### src/rtl/wide_add_seq_pkg.sv
// wide_add_seq_pkg: shared state encoding and derived widths for the wide adder sequencer
package wide_add_seq_pkg;
   typedef enum logic [1:0] {IDLE, RUN, DONE} state_t;
   localparam int WIDTH_DEF = 4;
   localparam int NSLICES_DEF = 4;
   localparam int W_DEF = WIDTH_DEF * NSLICES_DEF;
   function automatic int idx_w(input int n);
      return n > 1 ? $clog2(n) : 1;
   endfunction
endpackage

### src/rtl/wide_add_seq_if.sv
// wide_add_seq_if: start/done request bus between a requester and the sequencer
interface wide_add_seq_if import wide_add_seq_pkg::*; #(parameter int W = W_DEF);
   logic start;
   logic [W-1:0] a;
   logic [W-1:0] b;
   logic cin;
   logic busy;
   logic done;
   logic [W-1:0] s;
   logic cout;
   modport master (output start, a, b, cin, input busy, done, s, cout);
   modport slave (input start, a, b, cin, output busy, done, s, cout);
endinterface

### src/rtl/wide_add_seq_adder.sv
// adder: registered WIDTH-bit slice adder; deliberately has no reset
module adder #(parameter int WIDTH = 4) (
   input  logic             clk,
   input  logic [WIDTH-1:0] a,
   input  logic [WIDTH-1:0] b,
   input  logic             cin,
   output logic [WIDTH-1:0] s,
   output logic             cout
);
   always_ff @(posedge clk)
      {cout, s} <= {1'b0, a} + {1'b0, b} + {{WIDTH{1'b0}}, cin};
endmodule

### src/rtl/wide_add_seq.sv
// wide_add_seq: NSLICES*WIDTH-bit addition rippled LSB-first through one registered slice adder
module wide_add_seq import wide_add_seq_pkg::*; #(
   parameter int WIDTH = WIDTH_DEF,
   parameter int NSLICES = NSLICES_DEF
) (
   input logic clk,
   input logic rst,
   wide_add_seq_if.slave bus
);
   localparam int W = WIDTH * NSLICES;
   localparam int IW = idx_w(NSLICES);
   state_t state;
   logic [IW-1:0] idx, cidx;
   logic first, cin_r, cout_r, busy_r, done_r;
   logic [W-1:0] a_r, b_r, s_r;
   logic [WIDTH-1:0] add_a, add_b, add_s;
   logic add_cin, add_cout, run;
   assign run = state == RUN;
   // first RUN cycle seeds the ripple with the latched carry, later ones chain the adder's carry
   assign add_a = run ? a_r[idx*WIDTH +: WIDTH] : '0;
   assign add_b = run ? b_r[idx*WIDTH +: WIDTH] : '0;
   assign add_cin = run ? (first ? cin_r : add_cout) : 1'b0;
   adder #(.WIDTH(WIDTH)) u_add (
      .clk(clk), .a(add_a), .b(add_b), .cin(add_cin), .s(add_s), .cout(add_cout)
   );
   always_ff @(posedge clk) begin
      if (rst) begin
         state <= IDLE;
         idx <= '0;
         cidx <= '0;
         first <= 1'b0;
         a_r <= '0;
         b_r <= '0;
         cin_r <= 1'b0;
         s_r <= '0;
         cout_r <= 1'b0;
         busy_r <= 1'b0;
         done_r <= 1'b0;
      end else if (!run) begin
         done_r <= 1'b0;
         if (bus.start) begin
            state <= RUN;
            a_r <= bus.a;
            b_r <= bus.b;
            cin_r <= bus.cin;
            s_r <= '0;
            cout_r <= 1'b0;
            idx <= '0;
            first <= 1'b1;
            busy_r <= 1'b1;
         end else
            state <= IDLE;
      end else begin
         // cidx trails idx by one cycle: it names the slice the adder is presenting now
         idx <= idx == IW'(NSLICES - 1) ? idx : idx + 1'b1;
         cidx <= idx;
         first <= 1'b0;
         if (!first) begin
            s_r[cidx*WIDTH +: WIDTH] <= add_s;
            if (cidx == IW'(NSLICES - 1)) begin
               cout_r <= add_cout;
               state <= DONE;
               busy_r <= 1'b0;
               done_r <= 1'b1;
            end
         end
      end
   end
   assign bus.busy = busy_r;
   assign bus.done = done_r;
   assign bus.s = s_r;
   assign bus.cout = cout_r;
endmodule

### src/flat_wrapper.sv
// flat-port wrapper written by rule: the top's interface ports become plain ports
module wide_add_seq_flat import wide_add_seq_pkg::*;
#(
   parameter int WIDTH = WIDTH_DEF,
   parameter int NSLICES = NSLICES_DEF
)
  (clk, rst, bus_start, bus_a, bus_b, bus_cin, bus_busy, bus_done, bus_s, bus_cout);
  wide_add_seq_if #(.W(16)) bus_i ();
  input logic clk;
  input logic rst;
  input wire logic [$bits(bus_i.start)-1:0] bus_start;
  input wire logic [$bits(bus_i.a)-1:0] bus_a;
  input wire logic [$bits(bus_i.b)-1:0] bus_b;
  input wire logic [$bits(bus_i.cin)-1:0] bus_cin;
  output wire logic [$bits(bus_i.busy)-1:0] bus_busy;
  output wire logic [$bits(bus_i.done)-1:0] bus_done;
  output wire logic [$bits(bus_i.s)-1:0] bus_s;
  output wire logic [$bits(bus_i.cout)-1:0] bus_cout;
  assign bus_i.start = bus_start;
  assign bus_i.a = bus_a;
  assign bus_i.b = bus_b;
  assign bus_i.cin = bus_cin;
  assign bus_busy = bus_i.busy;
  assign bus_done = bus_i.done;
  assign bus_s = bus_i.s;
  assign bus_cout = bus_i.cout;
  wide_add_seq #(.WIDTH(WIDTH), .NSLICES(NSLICES)) u_core (.clk(clk), .rst(rst), .bus(bus_i));
endmodule
### config.mk
export PLATFORM = sky130hd
export DESIGN_NAME = wide_add_seq_flat
export DESIGN_NICKNAME = d
export VERILOG_FILES = /design/src/rtl/wide_add_seq_pkg.sv /design/src/rtl/wide_add_seq_if.sv /design/src/rtl/wide_add_seq_adder.sv /design/src/rtl/wide_add_seq.sv /design/src/flat_wrapper.sv
export SDC_FILE = /design/constraint.sdc
export NUM_CORES = 1
export LEC_CHECK = 0
export ABC_AREA = 0
export CAP_MARGIN = 40
export CORE_ASPECT_RATIO = 1.75
export CORE_UTILIZATION = 55
export CTS_CLUSTER_SIZE = 30
export DETAILED_ROUTE_END_ITERATION = 8
export PLACE_DENSITY = 0.91
export SYNTH_ARGS = -nofsm -noshare
export SYNTH_HDL_FRONTEND = slang
export SYNTH_SLANG_ARGS = --single-unit
export TNS_END_PERCENT = 10
### constraint.sdc
create_clock -name clk -period 4.85 [get_ports clk]
set_clock_uncertainty 0.15 [all_clocks]
set_input_delay 0.97 -clock clk [delete_from_list [all_inputs] [get_ports clk]]
set_output_delay 0.97 -clock clk [all_outputs]
set_load 0.02 [all_outputs]
* After elaboration in Yosys (flattened, before gate mapping) *
Cells that the tools add are included.

cells by class
  eq/ne operators = 6
  multiplexer cells = 23
  shift operators = 4
  add/subtract/negate cells = 4
  bitwise operators = 2
  reductions and logical operators = 9

operators with widths
  operator                   count
  $mux W16                   3
  $neg A4 Y34                1
  $shift A4 B34 Y16 const A  1
  $shiftx A4 B34 Y16         1
  $shiftx A16 B5 Y4          2
  $bwmux W16                 1
  $mux W2                    6
  $mux W1                    11
  $reduce_and A2 Y1          5
  $mux W4                    2
  $ne A2 B2 Y1 const B       3
  $add A4 B4 Y5              1
  $add A5 B1 Y5              1
  $eq A2 B2 Y1 const B       2
  $reduce_or A2 Y1           2
  $reduce_and A3 Y1          1
  $add A2 B1 Y2 const B      1
  $eq A2 B1 Y1 const B       1
  $not A1 Y1                 2
  $reduce_bool A2 Y1         1

storage, ports and cells
  word-level logic and storage cells = 61
  bits in registers = 64
  input port bits = 36

* Logic depth before layout (Yosys ltp) *
Gate-level depths: netlist of the first run.

  depth after elaboration = 5
  mapped depth = 8

* Cells and area by module *
A second synthesis of the first run with hierarchy kept.

unflattened totals
  cells, all modules = 331
  area, all modules = 3035.4 um^2

modules (own cells, without submodules)
  module        area an instance (um^2)  sequential area each (um^2)  cells an instance  instances
  wide_add_seq  2791.4                   1181.1                       310                1
  adder         244.0                    100.1                        21                 1

* Least setup slack after synthesis of the first run *
No wires, ideal clock.

  kind = register -> register
  start point = register u_core.idx[0]
  end point = register u_core.u_add.cout
  setup slack = 2.103 ns
  clock period less this slack = 2.747 ns
  data required time = 4.586 ns
  path buffers = 1
  cell stages (with the launch flop) = 8
  arrival = 2.483 ns
  cell sequence = dfxtp_1 buf_2 mux4_2 and2_1 fa_1 fa_1 a21o_1 a21o_1

between the ends
  longest elaborated chain between the ends = 4
  elaborated cells between the ends (all ways) = 6
  classes of those cells = 2 x add/sub; 2 x shift; 2 x mux

RTL lines
  element                                      RTL line                                source
  start, declared                              wide_add_seq.sv:13                      logic [IW-1:0] idx, cidx;
  start signal, assigned                       wide_add_seq.sv:55                      idx <= idx == IW'(NSLICES - 1) ? idx : idx + 1'b1;
  $shiftx A16 B5 Y4, on equally long branches  wide_add_seq.sv:20, wide_add_seq.sv:21
  $mux W4, on equally long branches            wide_add_seq.sv:20, wide_add_seq.sv:21
  $add A4 B4 Y5 *                              wide_add_seq_adder.sv:11                {cout, s} <= {1'b0, a} + {1'b0, b} + {{WIDTH{1'b0}}, cin};
  $add A5 B1 Y5 *                              wide_add_seq_adder.sv:11
  end signal, assigned                         wide_add_seq_adder.sv:11
  end, declared                                wide_add_seq_adder.sv:8                 output logic cout

Every way passes the cells marked *; elsewhere a longest branch is shown, timed or not.
A chain may end at the register's enable or synchronous reset.

* Worst setup path after layout of the first run *
Same ends and word-level chain as after synthesis.

==> flow_metrics.tcl, run 1 <==
set metrics [dict create \
    outcome "finished, final reports clean" \
    place_worst_setup_slack_ps 1780 \
    tns_ps 0 \
    global_route.overflow_total 0 \
    detail_route.wirelength_um 6050 \
    cts_num_sinks 64 \
    critical_path_peak_fanout 12 \
    antenna_violating_nets_post_route 0 \
    vdd_drop_max_uv 414 \
    cts_setup_buffers 0 \
    maxClockFrequency_mhz 328 \
    timing_max_transition_violations_final 0 \
    grt_antenna_before_repair 0 \
    synth.yosys.warnings 0 \
    ioPinCount 55 \
    finalInstanceArea_um2 3540 \
    via_count 2431 \
    cts_buffers 9 \
    routedWlPerCell_um 14.3 \
    crit_path_end_kind "flop" \
    grt_start_max_net_pins 34 \
    rsz0062_at_grt "false" \
    synth.ff_latch_count 64 \
    worst-endpoint-arrival_ps 3150 \
    layout_setup_ws_ps 1800 \
    yosysTopAreaCell "sky130_fd_sc_hd__dfxtp_1" \
    dp_hpwl_um 4200 \
    worst_slew_pin_slew_ps 710 \
    clk_pin_slew_worst_paths_ps 70 \
    drt_pass1_iterations 4 \
    p_per_area_nw_per_um2 324 \
    cts.repair.resized 0 \
    max-slew-margin-rel_pct 52.6 \
    drt-vias-per-instance 5.76 \
    syn-instance-count 318 \
    fillers 354 \
    layout_min_cycle_time_ps 3050 \
    multi_input_comb_area_um2 1390 \
    gr-usage-all-layers_pct 25.4 \
    n_antenna_cell 0 \
    seqCellArea_um2 1280 \
    drt-initial-drc-count 61 \
    area_overhead_of_the_layout_relative_to_synthesis_pct 28.1 \
    cts_root_buffer "sky130_fd_sc_hd__clkbuf_8" \
    place_area_um2 3340 \
    tritoncts "done" \
    ys_async_sr_fraction_pct 0 \
    startpoint_type "flop" \
    required_time_worst_endpoint_ps 4950 \
    wire_length_of_the_first_global_routing_pass_um 10300 \
    die_height_um 95.8 \
    drc 0 \
    portBuffers 54 \
    htreeDepth 3 \
    synth_top_area_share_pct 46.4 \
    place.gp.congestion 0.818 \
    post_synth_num_cell_types 32 \
    syn-mean-instance-area_um2 8.69 \
    design.final.nets 411 \
    top_cells_by_area_synth "sky130_fd_sc_hd__dfxtp_1 (46%), sky130_fd_sc_hd__nand2_1 (12%), sky130_fd_sc_hd__a21oi_1 (9.2%), sky130_fd_sc_hd__mux4_2 (6.5%), sky130_fd_sc_hd__ha_1 (3.6%)" \
    syn-cell-area_um2 2760 \
    drive_above_1_share_pct 7.57 \
    core_um2 4750 \
    max_cap_violations 0 \
    synth-edff-count 0 \
    clk_path_buf_depth 2 \
    first_global_vias 2330 \
    initial_core_util_pct 58.2 \
    syn_nets 364 \
    setup_viol 0 \
    setup.worst_path.class "flop to flop" \
    worst_hold_path_type "flop to flop" \
    row_count 33 \
    final-hold-violation-count 0 \
    fin_crit_sh_pct 62.8 \
    cts-hold-fix-buffers 0 \
    synth-main-ff-cell "sky130_fd_sc_hd__dfxtp_1" \
    clock_latency_ps 350 \
    dieArea_um2 5320 \
    die_width_um 55.6 \
    p_leak_nw 1.35 \
    ys_seq_area_share_pct 46.4 \
]
==> synthesized netlist by cell type (all sizes together) (2+ instances only) <==
cell / instances
buf: 4
nand2: 85
nand3: 4
nor3b: 2
nand3b: 2
a21oi: 51
o21ai: 2
nor4: 4
mux4: 8
nor2: 16
a22oi: 4
inv: 2
or3: 4
nand4b: 4
or4: 4
nor3: 2
fa: 2
a21o: 3
clkbuf: 18
and3: 4
ha: 8
and2: 9
mux2i: 5
dfxtp: 64
==> flip-flops by register name (all words and copies together), names as in the netlist <==
register,cells
u_core.cidx,2
u_core.u_add.cout,1
u_core.b_r,16
u_core.bus.s,16
u_core.u_add.s,4
u_core.bus.done,1
u_core.bus.cout,1
u_core.state,2
u_core.first,1
u_core.bus.busy,1
u_core.cin_r,1
u_core.idx,2
u_core.a_r,16
==> per-layer routing <==
layer / up-vias / share of wire [%] / global-route usage [%]
met1: 1158 / 37 / 26.1
met5: - / 0 / 0
met2: 73 / 56 / 45.8
li1: 1183 / - / -
met4: 0 / 2.7 / 13.5
met3: 17 / 4.8 / 7.93
==> final cells by class <==
class | instances | share of cell area [%]
well taps | 52 | 1.84
multi-input cells | 230 | 39.2
inverters | 2 | 0.212
repair buffers | 58 | 17.0
clock inverters | 3 | 1.13
clock buffers | 13 | 4.49
flip-flops and latches | 64 | 36.2
==> placed cells by master, fill, tap and decap left out, types with 2 or more instances in the layout <==
cell type,n
sky130_fd_sc_hd__or4_1,4
sky130_fd_sc_hd__fa_1,2
sky130_fd_sc_hd__ha_1,8
sky130_fd_sc_hd__nand4b_1,4
sky130_fd_sc_hd__and2_1,9
sky130_fd_sc_hd__nor4_1,4
sky130_fd_sc_hd__o21ai_0,2
sky130_fd_sc_hd__nor2_1,16
sky130_fd_sc_hd__or3_1,4
sky130_fd_sc_hd__inv_1,2
sky130_fd_sc_hd__nand3_1,4
sky130_fd_sc_hd__dfxtp_1,64
sky130_fd_sc_hd__clkbuf_8,11
sky130_fd_sc_hd__a22oi_1,4
sky130_fd_sc_hd__clkdlybuf4s50_1,53
sky130_fd_sc_hd__buf_8,2
sky130_fd_sc_hd__nand3b_1,2
sky130_fd_sc_hd__clkinv_2,2
sky130_fd_sc_hd__nor3_1,2
sky130_fd_sc_hd__nand2_1,85
sky130_fd_sc_hd__a21oi_1,51
sky130_fd_sc_hd__a21o_1,3
sky130_fd_sc_hd__mux4_2,8
sky130_fd_sc_hd__and3_1,4
sky130_fd_sc_hd__mux2i_1,5
sky130_fd_sc_hd__clkbuf_1,2
==> final timing paths <==
path              depth (start not counted)                    startpoint                           end  slack, ps
hold reg to reg                           2  u_core.bus.s[4]$_SDFFE_PP0P_  u_core.bus.s[4]$_SDFFE_PP0P_        300
setup reg to reg                          6    u_core.idx[0]$_SDFFE_PP0P_     u_core.u_add.cout$_DFF_P_       1800
setup / recovery                          6    u_core.idx[0]$_SDFFE_PP0P_     u_core.u_add.cout$_DFF_P_       1800
hold / removal                            2  u_core.bus.s[4]$_SDFFE_PP0P_  u_core.bus.s[4]$_SDFFE_PP0P_        300
==> power by group <==
group | internal, W | switching (W)
logic | 0.0000623 | 0.0000574
clock network | 0.000264 | 0.000197
registers | 0.000547 | 0.0000183
total | 0.000874 | 0.000273
==> worst max-delay path, cell delays in order, from the launching register on <==
cell and delay, ps:
sky130_fd_sc_hd__dfxtp_1 780, sky130_fd_sc_hd__mux4_2 570, sky130_fd_sc_hd__and2_1 180, sky130_fd_sc_hd__fa_1 470
sky130_fd_sc_hd__fa_1 430, sky130_fd_sc_hd__a21o_1 200, sky130_fd_sc_hd__a21o_1 170
==> kinds of logic after synthesis <==
kind of cell / count (synthesis) / synth area share (%)
AO/OA/AOI/OAI: 62 / 12.1
AND/OR/NAND/NOR: 143 / 24.0
adder cells (fa/ha/maj): 10 / 5.07
buffers and inverters: 24 / 3.44
flip-flops: 64 / 46.4
multiplexers: 13 / 8.33
XOR/XNOR: 2 / 0.634
==> per-stage QoR <==
step,hold WS [ps],cells,power [W],util [%]
6_report,298,422,0.00115,74.5
5_1_grt,321,422,0.00119,74.5
4_1_cts,302,422,0.00115,74.5
3_5_place_dp,293,406,0.000696,70.4
3_3_place_gp,287,402,0.000683,69.0
2_1_floorplan,283,318,0.000642,-
Power figures use the tool's default switching activity.
==> inputs of run 2 (changes only) <==
--- a/config.mk
+++ b/config.mk
@@ -8,10 +8,10 @@
 export ABC_AREA = 0
 export CAP_MARGIN = 40
 export CORE_ASPECT_RATIO = 1.75
-export CORE_UTILIZATION = 55
+export CORE_UTILIZATION = 51
 export CTS_CLUSTER_SIZE = 30
 export DETAILED_ROUTE_END_ITERATION = 8
-export PLACE_DENSITY = 0.91
+export PLACE_DENSITY = 0.86
 export SYNTH_ARGS = -nofsm -noshare
 export SYNTH_HDL_FRONTEND = slang
 export SYNTH_SLANG_ARGS = --single-unit
==> constraint.sdc (replaced) <==
create_clock -name clk -period 3.1 [get_ports clk]
set_clock_uncertainty 0.15 [all_clocks]
set_input_delay 0.62 -clock clk [delete_from_list [all_inputs] [get_ports clk]]
set_output_delay 0.62 -clock clk [all_outputs]
set_load 0.02 [all_outputs]
==> flow_metrics.tcl, run 2 (synthesis gave the netlist of run 1 again) <==
set metrics [dict create \
    outcome "finished, violations left" \
    violated_checks "DRC" \
    met1_routed_length_um 2170 \
    max-slew-margin-rel_pct 61.8 \
    area_overhead_of_the_layout_relative_to_synthesis_pct 28.0 \
    cp_cell_sequence "mux4_2 > and2_1 > fa_1 > fa_1 > a21o_1 > a21o_1" \
    layout_setup_ws_ps 331 \
    path_delay_family "adder cells" \
    hold-path-endpoint "u_core.bus.s[6]$_SDFFE_PP0P_" \
    routedWlPerCell_um 13.2 \
    core_um2 5260 \
    worst_slew_pin_slew_ps 568 \
    detail_route.wirelength_um 5650 \
    critPathSlowestCell "sky130_fd_sc_hd__mux4_2" \
    first_global_vias 2182 \
    startpoint_type "flop" \
    gr-usage-all-layers_pct 22.1 \
    worst_hold_path_type "flop to flop" \
    n_antenna_cell 0 \
    portBuffers 54 \
    timing.hold.worst.start "u_core.bus.s[6]$_SDFFE_PP0P_" \
    p_leak_nw 1.36 \
    drt_pass1_iterations 8 \
    drive_above_1_share_pct 8.82 \
    fin_crit_sh_pct 89.3 \
    critical_path_peak_fanout 7 \
    clk_path_buf_depth 2 \
    die_height_um 99.4 \
    wire_length_of_the_first_global_routing_pass_um 9550 \
    most_used_cells_in_the_layout_excluding_fill_and_tap_cells "sky130_fd_sc_hd__nand2_1 (85), sky130_fd_sc_hd__dfxtp_1 (64), sky130_fd_sc_hd__clkdlybuf4s50_1 (53)" \
    grt_antenna_before_repair 0 \
    tritoncts "done" \
    setup_viol 0 \
    final_cells 429 \
    ioPinCount 55 \
    via_count 2336 \
    drt-initial-drc-count 74 \
    total_power_w 0.00172 \
    htreeDepth 3 \
    rsz0062_at_grt "false" \
    place.gp.congestion 0.809 \
    grt_start_max_net_pins 44 \
    row_count 35 \
    critical_path.max_stage_delay_ps 550 \
    final_common_cell "sky130_fd_sc_hd__nand2_1" \
    cts.repair.resized 0 \
    r2r_start "u_core.idx[0]$_SDFFE_PP0P_" \
    cts_setup_buffers 0 \
    global_route.overflow_total 0 \
    antenna_violating_nets_post_route 0 \
    route.met3.wl_um 196 \
    cts-hold-fix-buffers 0 \
    design.final.nets 415 \
    regToRegSetupSlack_ps 330 \
    place_worst_setup_slack_ps 315 \
    initial_core_util_pct 52.6 \
    maxClockFrequency_mhz 361 \
    dpl.cell_count 413 \
    cts_num_sinks 64 \
    p_per_area_nw_per_um2 485 \
    worst-endpoint-arrival_ps 2850 \
    max_cap_violations 0 \
    utilization_pct 67.3 \
    timing.hold.worst_path_depth 2 \
    die_width_um 57.6 \
    cts_root_buffer "sky130_fd_sc_hd__clkbuf_8" \
    crit-reg2reg-capture "u_core.u_add.cout$_DFF_P_" \
    clk_pin_slew_worst_paths_ps 70 \
    clock_latency_ps 340 \
    route.met2.wl_um 3120 \
    drt-vias-per-instance 5.45 \
    setup.worst_path.class "flop to flop" \
    timing_max_transition_violations_final 0 \
    dp_hpwl_um 4110 \
    tns_ps 0 \
    layout_min_cycle_time_ps 2770 \
    required_time_worst_endpoint_ps 3180 \
    cts_buffers 9 \
    crit_path_end_kind "flop" \
    worstRegToRegCells 6 \
    vdd_drop_max_uv 396 \
    worstPathBufferInverterCount 0 \
    dieArea_um2 5730 \
    final-hold-violation-count 0 \
    top_signal_layer_used "met4" \
    drc 6 \
]
## run 2: stage by stage
step	hold WS (ps)	instance area, µm²
after CTS	305	3540
after global routing	318	3540
after detailed placement	296	3350
after global placement	288	3320
after floorplan	283	2760
final	301	3540
## run 2: final cells by class
type,count,area (µm²)
Clock buffer,13,169
Clock inverter,3,15.0
Fill cell,424,1720
Inverter,2,7.51
Multi-Input combinational cell,230,1390
Sequential cell,64,1280
Tap cell,55,68.8
Timing Repair Buffer,62,608
## run 2: routing by layer
layer	track usage, %	up-vias
met4	12.8	0
met3	6.24	13
li1	-	1192
met5	0	-
met1	22.7	1076
met2	38.8	55
## run 2: how the worst max path moves through the flow
stage,startpoint,to,slack (ps),cells after the start
after CTS,u_core.idx[0]$_SDFFE_PP0P_,u_core.u_add.cout$_DFF_P_,300,6
after floorplan,u_core.idx[0]$_SDFFE_PP0P_,u_core.u_add.cout$_DFF_P_,350,7
after global routing,u_core.idx[0]$_SDFFE_PP0P_,u_core.u_add.cout$_DFF_P_,200,6
final,u_core.idx[0]$_SDFFE_PP0P_,u_core.u_add.cout$_DFF_P_,330,6
after global placement,u_core.idx[0]$_SDFFE_PP0P_,u_core.u_add.cout$_DFF_P_,380,6
after detailed placement,u_core.idx[0]$_SDFFE_PP0P_,u_core.u_add.cout$_DFF_P_,310,6
## run 2: where the power goes
part / internal [W] / switching, W / leakage (nW)
Sequential: 0.000856 / 0.0000263 / 0.522
Combinational: 0.0000974 / 0.0000896 / 0.737
Clock: 0.000352 / 0.000295 / 0.0992
## run 2: worst reg2reg max path, stage by stage, from the launching register on
cell and delay (ps):
sky130_fd_sc_hd__dfxtp_1 540, sky130_fd_sc_hd__mux4_2 550, sky130_fd_sc_hd__and2_1 190, sky130_fd_sc_hd__fa_1 460, sky130_fd_sc_hd__fa_1 410, sky130_fd_sc_hd__a21o_1 190
sky130_fd_sc_hd__a21o_1 160
